**config.mk**
```make
export PLATFORM = sky130hd
export DESIGN_NAME = bcd_conv_sched
export DESIGN_NICKNAME = d
export VERILOG_FILES = /design/src/rtl/bcd_conv_sched.sv
export SDC_FILE = /design/constraint.sdc
export NUM_CORES = 1
export LEC_CHECK = 0
export CORE_ASPECT_RATIO = 1.1
export CORE_MARGIN = 2
export CORE_UTILIZATION = 43
export CTS_BUF_LIST = sky130_fd_sc_hd__clkbuf_8
export DETAILED_ROUTE_END_ITERATION = 7
export PLACE_DENSITY = 0.82
export SYNTH_ARGS = -nofsm -noshare
export SYNTH_HDL_FRONTEND = slang
export SYNTH_SLANG_ARGS = --single-unit
```
**constraint.sdc**
```tcl
create_clock -name clk -period 2.45 [get_ports clk]
set_clock_uncertainty 0.15 [all_clocks]
set_input_delay 0.735 -clock clk [delete_from_list [all_inputs] [get_ports clk]]
set_output_delay 0.735 -clock clk [all_outputs]
set_load 0.05 [all_outputs]
```
**src/rtl/bcd_conv_sched.sv**
```systemverilog
// Round-robin front end that multiplexes four requesters onto one shared binary-to-BCD
// converter and returns the result (or a timeout/digit error) tagged with the requester id.
//
// Handshakes: a requester holds req[i] until it sees the one-cycle gnt[i] pulse, which
// means its byte has been captured. conv_start is a one-cycle strobe and conv_value stays
// stable until the converter answers with a one-cycle conv_done. rsp_valid is a one-cycle
// strobe that qualifies rsp_id/rsp_bcd/rsp_err, and those fields hold until the next response.
module bcd_conv_sched #(
  parameter int NREQ    = 4,
  parameter int TIMEOUT = 16
) (
  input  logic                 clk,
  input  logic                 rst_n,
  input  logic [NREQ-1:0]      req,
  input  logic [8*NREQ-1:0]    req_data,
  output logic [NREQ-1:0]      gnt,
  output logic                 conv_start,
  output logic [7:0]           conv_value,
  input  logic                 conv_done,
  input  logic [3:0]           conv_one,
  input  logic [3:0]           conv_ten,
  input  logic [1:0]           conv_hun,
  output logic                 rsp_valid,
  output logic [1:0]           rsp_id,
  output logic [9:0]           rsp_bcd,
  output logic                 rsp_err,
  output logic                 busy
);

  localparam int CW = (TIMEOUT > 2) ? $clog2(TIMEOUT) : 1;

  typedef enum logic [1:0] {IDLE, START, WAIT, RESP} state_t;

  state_t          state, next_state;
  logic [1:0]      last_grant;
  logic [1:0]      win_idx;
  logic            win_found;
  logic [CW-1:0]   cnt;
  logic            timeout_hit;

  assign timeout_hit = (cnt == CW'(TIMEOUT - 1));
  assign busy        = (state != IDLE);

  // Search upward from the requester after the last winner; i = 4 wraps back to it.
  always_comb begin
    win_found = 1'b0;
    win_idx   = last_grant;
    for (int i = 1; i <= 4; i++) begin
      if (!win_found && req[2'(last_grant + 2'(i))]) begin
        win_found = 1'b1;
        win_idx   = 2'(last_grant + 2'(i));
      end
    end
  end

  always_comb begin
    next_state = state;
    case (state)
      IDLE:    if (win_found) next_state = START;
      START:   next_state = WAIT;
      WAIT:    if (conv_done || timeout_hit) next_state = RESP;
      RESP:    next_state = IDLE;
      default: next_state = IDLE;
    endcase
  end

  always_ff @(posedge clk or negedge rst_n) begin
    if (!rst_n) state <= IDLE;
    else        state <= next_state;
  end

  // last_grant doubles as the latched index of the transaction in flight.
  always_ff @(posedge clk or negedge rst_n) begin
    if (!rst_n) begin
      last_grant <= 2'd3;
      cnt        <= '0;
      gnt        <= '0;
      conv_start <= 1'b0;
      conv_value <= 8'd0;
      rsp_valid  <= 1'b0;
      rsp_id     <= 2'd0;
      rsp_bcd    <= 10'd0;
      rsp_err    <= 1'b0;
    end else begin
      gnt        <= '0;
      conv_start <= 1'b0;
      rsp_valid  <= 1'b0;
      case (state)
        IDLE: begin
          if (win_found) begin
            gnt[win_idx] <= 1'b1;
            last_grant   <= win_idx;
            conv_value   <= req_data[{win_idx, 3'b000} +: 8];
          end
        end
        START: begin
          conv_start <= 1'b1;
          cnt        <= '0;
        end
        WAIT: begin
          if (conv_done) begin
            rsp_valid <= 1'b1;
            rsp_id    <= last_grant;
            rsp_bcd   <= {conv_hun, conv_ten, conv_one};
            rsp_err   <= (conv_one > 4'd9) || (conv_ten > 4'd9);
          end else if (timeout_hit) begin
            rsp_valid <= 1'b1;
            rsp_id    <= last_grant;
            rsp_bcd   <= 10'd0;
            rsp_err   <= 1'b1;
          end else begin
            cnt <= cnt + 1'b1;
          end
        end
        default: ;
      endcase
    end
  end

endmodule

```
==> results.md, run 1 <==
* Status: complete, no violations
* DR iter-0 viols at 76
* Pint at 0.00222 W
* Initial Utilization at about 45%
* Clock buffer depth at 2
* GRT Residual Overflow at 0
* Mapped Area at 1750 sq um
* Initial antenna violation count at 0
* Root Driver: clkbuf_8
* Setup TNS at 0 ps
* Worst hold path type: reg2reg
* H-tree levels at 2
* Ys Warns at 0
* Peak VDD IR at 0.663 mV
* Power Dens Cells at approximately 1400 nW/um^2
* Final hold violations at 0
* Worst slew pin tran at between 700 and 800 ps
* #FFs+latches synth at 35
* Worst path max stage delay at between 800 and 900 ps
* Final instance area at approximately 2800 sq um
* Setup crit start kind: flop
* Logic gate share of total power at between 50% and 60%
* Synth Net Count at around 230
* DRC Markers at 0
* TritonCTS clock tree: yes
* Number of library cell types mapped by synthesis at 34
* PortBufs at 76
* CTS hold repair buffers at 0
* Period utilization at about 96%
* Max_slew headroom at about half
* Vias at 1,620
* Worst Setup End Kind: output port
* DP Wirelength at approximately 3200 um
* Vias in the first global route at ~1,600
* Util after Layout at a little under three quarters
* Final net count at about 320
* First-pass GRT wire length at ~7200 um
* Setup CP Type: reg2out
* Die Area at roughly 4600 sq um
* Placed instance area at around 2600 sq um
* CP bufs+invs at 1
* Mean post-synth cell area at 9.95 sq um
* Area delta synth->final at 59.3%
* Largest delay share family, worst path: buffers and inverters
* Worst EP required at 1560 ps
* Total GRT Usage at 20.1%
* Crit path cell chain: clkdlybuf4s50_1
* IO Pins at between 70 and 80
* Slowest cell on the critical path: clkdlybuf4s50_1
* Largest net degree at the start of global routing at 36
* Sequential fraction of the synthesis area at ~50%
* Final Max Tran Viols at 0
* Switching power at 0.00172 W
* Pleak at around 1.3 nW
* Worst-Skew Late Latency at 290 ps
* First-pass DRT Iterations at 5
* Async SR Flop Fraction at 100%
* Antenna-violating nets left at 0
* Die X at roughly 65 um
* Share of cells above drive strength 1 at roughly 16%
* Placed cell count at 306
* Finish-stage setup viols at 0
* Clk network pwr share at 15.6%
* Crit-path max FO at 2
* RSZ-0062 raised after global routing: no
* Fill cells at 312
* Routed Wire Length at around 4300 um
* Post-synth EDFFs at 0
* Clk slew on worst S/H paths at approximately 70 ps
* Routed len/inst at approximately 14 um
* Non-Filler Instances at between 300 and 400
* Clk sinks at 35
* Reg power frac at around a quarter
* Die Ht at 70.9 um
* Fmax at between 400 and 500 MHz
* Core region area at just under 4000 sq um
* GP Congestion at approximately 0.80
* CTS buffer count at 5
* Post-route minimum period at 2350 ps
* Predominant post-synthesis flop cell: dfrtp_1
* Std-Cell Rows at 24
* CP Data Arrival Time at around 1500 ps
* Max_cap viols at 0
* Sw Share at between 40% and 50%
* # diodes at 0
* Vias per cell at around 5.1
* Mapped Cells at around 180
[kinds of logic after synthesis]
group | Yosys count | share of synthesized area [%]
simple gates | 76 | 19.0
compound gates | 39 | 19.2
flops | 35 | 50.1
buf+inv | 18 | 5.93
fa+ha+maj | 4 | 2.86
mux | 3 | 2.36
xor+xnor | 1 | 0.500
[stage by stage]
| stage | worst slack, ps | hold slack (ps) | total power (W) |
|---|---|---|---|
| finish | 95.5 | 331 | 0.00394 |
| global route | 53.5 | 361 | 0.00415 |
| CTS | 45.8 | 338 | 0.00392 |
| detailed placement | -371 | 322 | 0.00326 |
| global placement | -311 | 310 | 0.00322 |
| floorplan | 381 | 289 | 0.00253 |
[layer usage]
| metal | wire [um] | GRT usage (%) |
|---|---|---|
| met3 | 140 | 4.61 |
| met1 | 1760 | 23.2 |
| met4 | 76 | 7.80 |
| met2 | 2350 | 35.6 |
| met5 | 0 | 0 |
[final timing paths]
check	from	to	slack [ps]	depth (start not counted)
worst max-delay path	rsp_id[1]	rsp_id[1]	100	1
worst min-delay path	rsp_err	rsp_err	330	1
worst max register to register	last_grant[1]	conv_value[5]	400	6
worst min register to register	rsp_err	rsp_err	330	1
max in group asynchronous	rst_n	gnt[0]	1320	1
min in group asynchronous	rst_n	cnt[1]	350	1
[cells in the final DEF (no fill, tap or decap), types with 5 or more instances in the layout]
cell type        Yosys  routed
a22o_1              11      11
buf_4                1      13
clkbuf_8             0       5
clkdlybuf4s50_1      0      74
dfrtp_1             33      33
inv_1                8       8
nand2_1             48      48
nand3_1             11      11
o21ai_0              6       6
o221a_2              8       8
[state kept, by name (all words and copies together) (netlist names)]
signal and count:
rsp_valid 1, gnt 4, last_grant 2, state 2
cnt 4, conv_start 1, conv_value 8, rsp_bcd 10
rsp_id 2, rsp_err 1
[final cells by class]
| class | instances | area [sq um] | share of cell area, % |
|---|---|---|---|
| Inverter | 8 | 30.0 | 1.08 |
| Timing Repair Buffer | 91 | 903 | 32.4 |
| Multi-Input combinational cell | 123 | 777 | 27.8 |
| Clock buffer | 5 | 68.8 | 2.47 |
| Clock inverter | 3 | 67.6 | 2.42 |
| Sequential cell | 35 | 878 | 31.5 |
| Tap cell | 52 | 65.1 | 2.33 |
[cell usage after synthesis, types with 2 or more instances]
| master | count | area (sq um) |
|---|---|---|
| dfstp_2 | 2 | 52.6 |
| o221a_2 | 8 | 90.1 |
| nand2b_1 | 4 | 25.0 |
| o21ai_0 | 6 | 30.0 |
| nand3_1 | 11 | 55.1 |
| a22o_1 | 11 | 96.3 |
| a21o_1 | 2 | 15.0 |
| dfrtp_1 | 33 | 826 |
| inv_1 | 8 | 30.0 |
| buf_6 | 4 | 45.0 |
| and2_1 | 4 | 25.0 |
| clkbuf_1 | 2 | 7.51 |
| a21oi_1 | 4 | 20.0 |
| mux2_4 | 2 | 30.0 |
| nand2_1 | 48 | 180 |
| nor2_1 | 4 | 15.0 |
| a31oi_1 | 2 | 12.5 |
| buf_2 | 2 | 10.0 |
| ha_1 | 4 | 50.1 |
[timing repair]
action	4_1_cts	5_1_grt
endpoints found under the setup margin	8	8
setup buffers	0	3
pin swaps	0	2
gates resized for setup	1	0
[power groups by stage]
stage	sequential [W]	clock (W)	combinational (W)
detailed placement	0.00101	0	0.00225
finish	0.00101	0.000617	0.00232
global placement	0.00100	0	0.00222
CTS	0.00101	0.000630	0.00228
global route	0.00104	0.000651	0.00246
floorplan	0.00166	0	0.000868
No activity file was read; power rests on OpenSTA's default activity.
==> inputs of run 2 (changes only) <==
--- a/config.mk
+++ b/config.mk
@@ -10,6 +10,7 @@
 export CORE_UTILIZATION = 43
 export CTS_BUF_LIST = sky130_fd_sc_hd__clkbuf_8
 export DETAILED_ROUTE_END_ITERATION = 7
+export GPL_TIMING_DRIVEN = 0
 export PLACE_DENSITY = 0.82
 export SYNTH_ARGS = -nofsm -noshare
 export SYNTH_HDL_FRONTEND = slang
==> results.md, run 2 (synthesis gave the netlist of run 1 again) <==
* Placed cell count at 304 (-0.65%)
* DP Wirelength at 3240 um (+2.1%)
* Vias in the first global route at 1,507 (-6.8%)
* CP Data Arrival Time at 2380 ps (+910 ps)
* Routed len/inst at 13.7 um (+0.27%)
* Worst-Skew Late Latency at 270 ps (-20 ps)
* Final net count at 312 (-1.6%)
* Hold path start: rsp_id[0]
* Fill cells at 320 (+2.6%)
* Vias per cell at 4.97 (-2.7%)
* Hold depth at 2 (+1)
* Total GRT Usage at 20.0% (-0.080 points)
* R2R depth at 8 (+2)
* Biggest regs: rsp_bcd (10), conv_value (8)
* Post-route minimum period at 2370 ps (+10.8 ps)
* Setup crit start kind: input pin
* Worst slew pin tran at 769 ps (+24.6 ps)
* Reg area at 878 sq um (unchanged)
* Largest delay share family, worst path: buffers and inverters
* Power Dens Cells at 1360 nW/um^2 (-3.7%)
* DRC Markers at 0 (unchanged)
* Period utilization at 96.5% (+0.44 points)
* Slowest cell on the critical path: nor4_1
* RR Endpoint: conv_value[6]
* GP Congestion at 0.751 (-6.0%)
* Reg-to-reg startpoint: last_grant[1]
* Worst hold slack at 328 ps (-2.82 ps)
* Crit-path max FO at 10 (+8)
* Worst Setup End Kind: flop
* CTS buffer count at 5 (unchanged)
* Critical path launch point: req[1]
* Area delta synth->final at 52.1%
* Die X at 64.9 um (unchanged)
* Vias at 1,552 (-4.2%)
* Final Max Tran Viols at 0 (unchanged)
* Share of cells above drive strength 1 at 12.7% (-3.2 points)
* Crit path cell chain: clkdlybuf4s50_1 -> nor4_1 -> nor2_1 -> clkbuf_1 -> o221a_2
* Commonest non-fill, non-tap cell in the layout: clkdlybuf4s50_1
* Max reg flops at 10 (unchanged)
* Worst path max stage delay at 470 ps (-360 ps)
* Setup Fix Bufs, Post-CTS at 0 (unchanged)
* IO Pins at 77 (unchanged)
* Clk sinks at 35 (unchanged)
* Worst hold path type: reg2reg
* Initial antenna violation count at 0 (unchanged)
* Core region area at 3930 sq um (unchanged)
* Initial Utilization at 44.5% (unchanged)
* Pleak at 1.19 nW (-4.8%)
* Util after Layout at 67.7% (-3.2 points)
* Std-Cell Rows at 24 (unchanged)
* First-pass GRT wire length at 7200 um (+0.57%)
* Largest net degree at the start of global routing at 36 (unchanged)
* Setup CP Type: in2reg
* RSZ-0062 raised after global routing: no
* Most flop-heavy register: rsp_bcd
* Clock buffer depth at 2 (unchanged)
* Worst EP required at 2460 ps (+900 ps)
* Max_slew headroom at 48.7% (-1.6 points)
* DR iter-0 viols at 92 (+21%)
* H-tree levels at 2 (unchanged)
* Peak VDD IR at 0.623 mV (-6.1%)
* Placed instance area at 2570 sq um (-1.5%)
* Max_cap viols at 0 (unchanged)
* CP bufs+invs at 2 (+1)
* Slack of the worst reg-to-reg path at 400 ps (about the same)
* Routed Wire Length at 4280 um (-1.3%)
* WHS Endpoint: rsp_id[0]
* Non-Filler Instances at 312 (-1.6%)
* Final instance area at 2670 sq um (-4.5%)
* GRT Residual Overflow at 0 (unchanged)
* PortBufs at 76 (unchanged)
* TritonCTS clock tree: yes
* First-pass DRT Iterations at 4 (-1)
* Root Driver: clkbuf_8
* Die Area at 4600 sq um (unchanged)
* Fmax at 423 MHz (-0.45%)
* Multi-input gate area at 769 sq um (-0.97%)
* Antenna-violating nets left at 0 (unchanged)
* # diodes at 0 (unchanged)
* Most frequent cells in the layout: clkdlybuf4s50_1 (74), nand2_1 (48), dfrtp_1 (33), a22o_1 (11), nand3_1 (11)
* Die Ht at 70.9 um (unchanged)
* Clk slew on worst S/H paths at 70 ps (about the same)
* Status: complete, no violations
* Finish-stage setup viols at 0 (unchanged)
* Final hold violations at 0 (unchanged)
==> run 2: cell types whose count changed in the layout (fill, tap and decap cells not counted), sizes merged <==
cell,delta
buf,-8
bufinv,-2
clkbuf,+3
clkdlybuf4s15,+1
clkinv,+1
clkinvlp,-1
inv,+1
==> run 2: power breakdown <==
| part | internal [W] | switching, W | leakage [nW] |
|---|---|---|---|
| clock network | 0.000223 | 0.000195 | 0.0524 |
| logic | 0.000879 | 0.00135 | 0.709 |
| registers | 0.000842 | 0.000141 | 0.430 |
==> run 2: worst min-delay path: stages (launching register included) <==
cell	delay (ps)
dfrtp_1	340
nand2_1	50
o21ai_0	60
==> run 2: cell type report <==
| type | instances | area share, % |
|---|---|---|
| Sequential cell | 35 | 33.0 |
| Timing Repair Buffer | 76 | 28.4 |
| Clock buffer | 6 | 3.10 |
| Buffer | 10 | 2.77 |
| Clock inverter | 2 | 0.329 |
| Tap cell | 52 | 2.44 |
| Inverter | 8 | 1.13 |
| Multi-Input combinational cell | 123 | 28.9 |
==> run 2: timing repair <==
| item | 4_1_cts | 5_1_grt |
|---|---|---|
| setup endpoints to repair | 1 | 0 |
| resized for setup | 3 | 0 |
| endpoints found under the hold margin | 0 | 0 |
| hold buffers | 0 | 0 |
==> run 2: worst max-delay path by stage <==
stage,depth (start not counted),slack (ps),endpoint
6_report,5,80,conv_value[6]
5_1_grt,8,10,conv_value[0]
4_1_cts,1,100,conv_value[3]
3_5_place_dp,8,-180,conv_value[6]
3_3_place_gp,1,-260,conv_value[1]
2_1_floorplan,7,380,conv_value[6]
==> run 2: metrics by stage <==
| step | TNS, ps | worst slack [ps] | total power, W |
|---|---|---|---|
| final | 0 | 84.8 | 0.00362 |
| after global placement | -10660 | -258 | 0.00318 |
| after floorplan | 0 | 381 | 0.00253 |
| after CTS | 0 | 100 | 0.00365 |
| after global routing | 0 | 14.0 | 0.00385 |
| after detailed placement | -2140 | -184 | 0.00323 |
==> run 2: layer usage <==
layer | global-route usage [%] | vias up | share of wire, %
met3 | 3.97 | 6 | 2.6
met1 | 25.8 | 737 | 44
met4 | 4.26 | 0 | 0.91
met2 | 34.6 | 28 | 52
met5 | 0 | - | 0
li1 | - | 781 | -
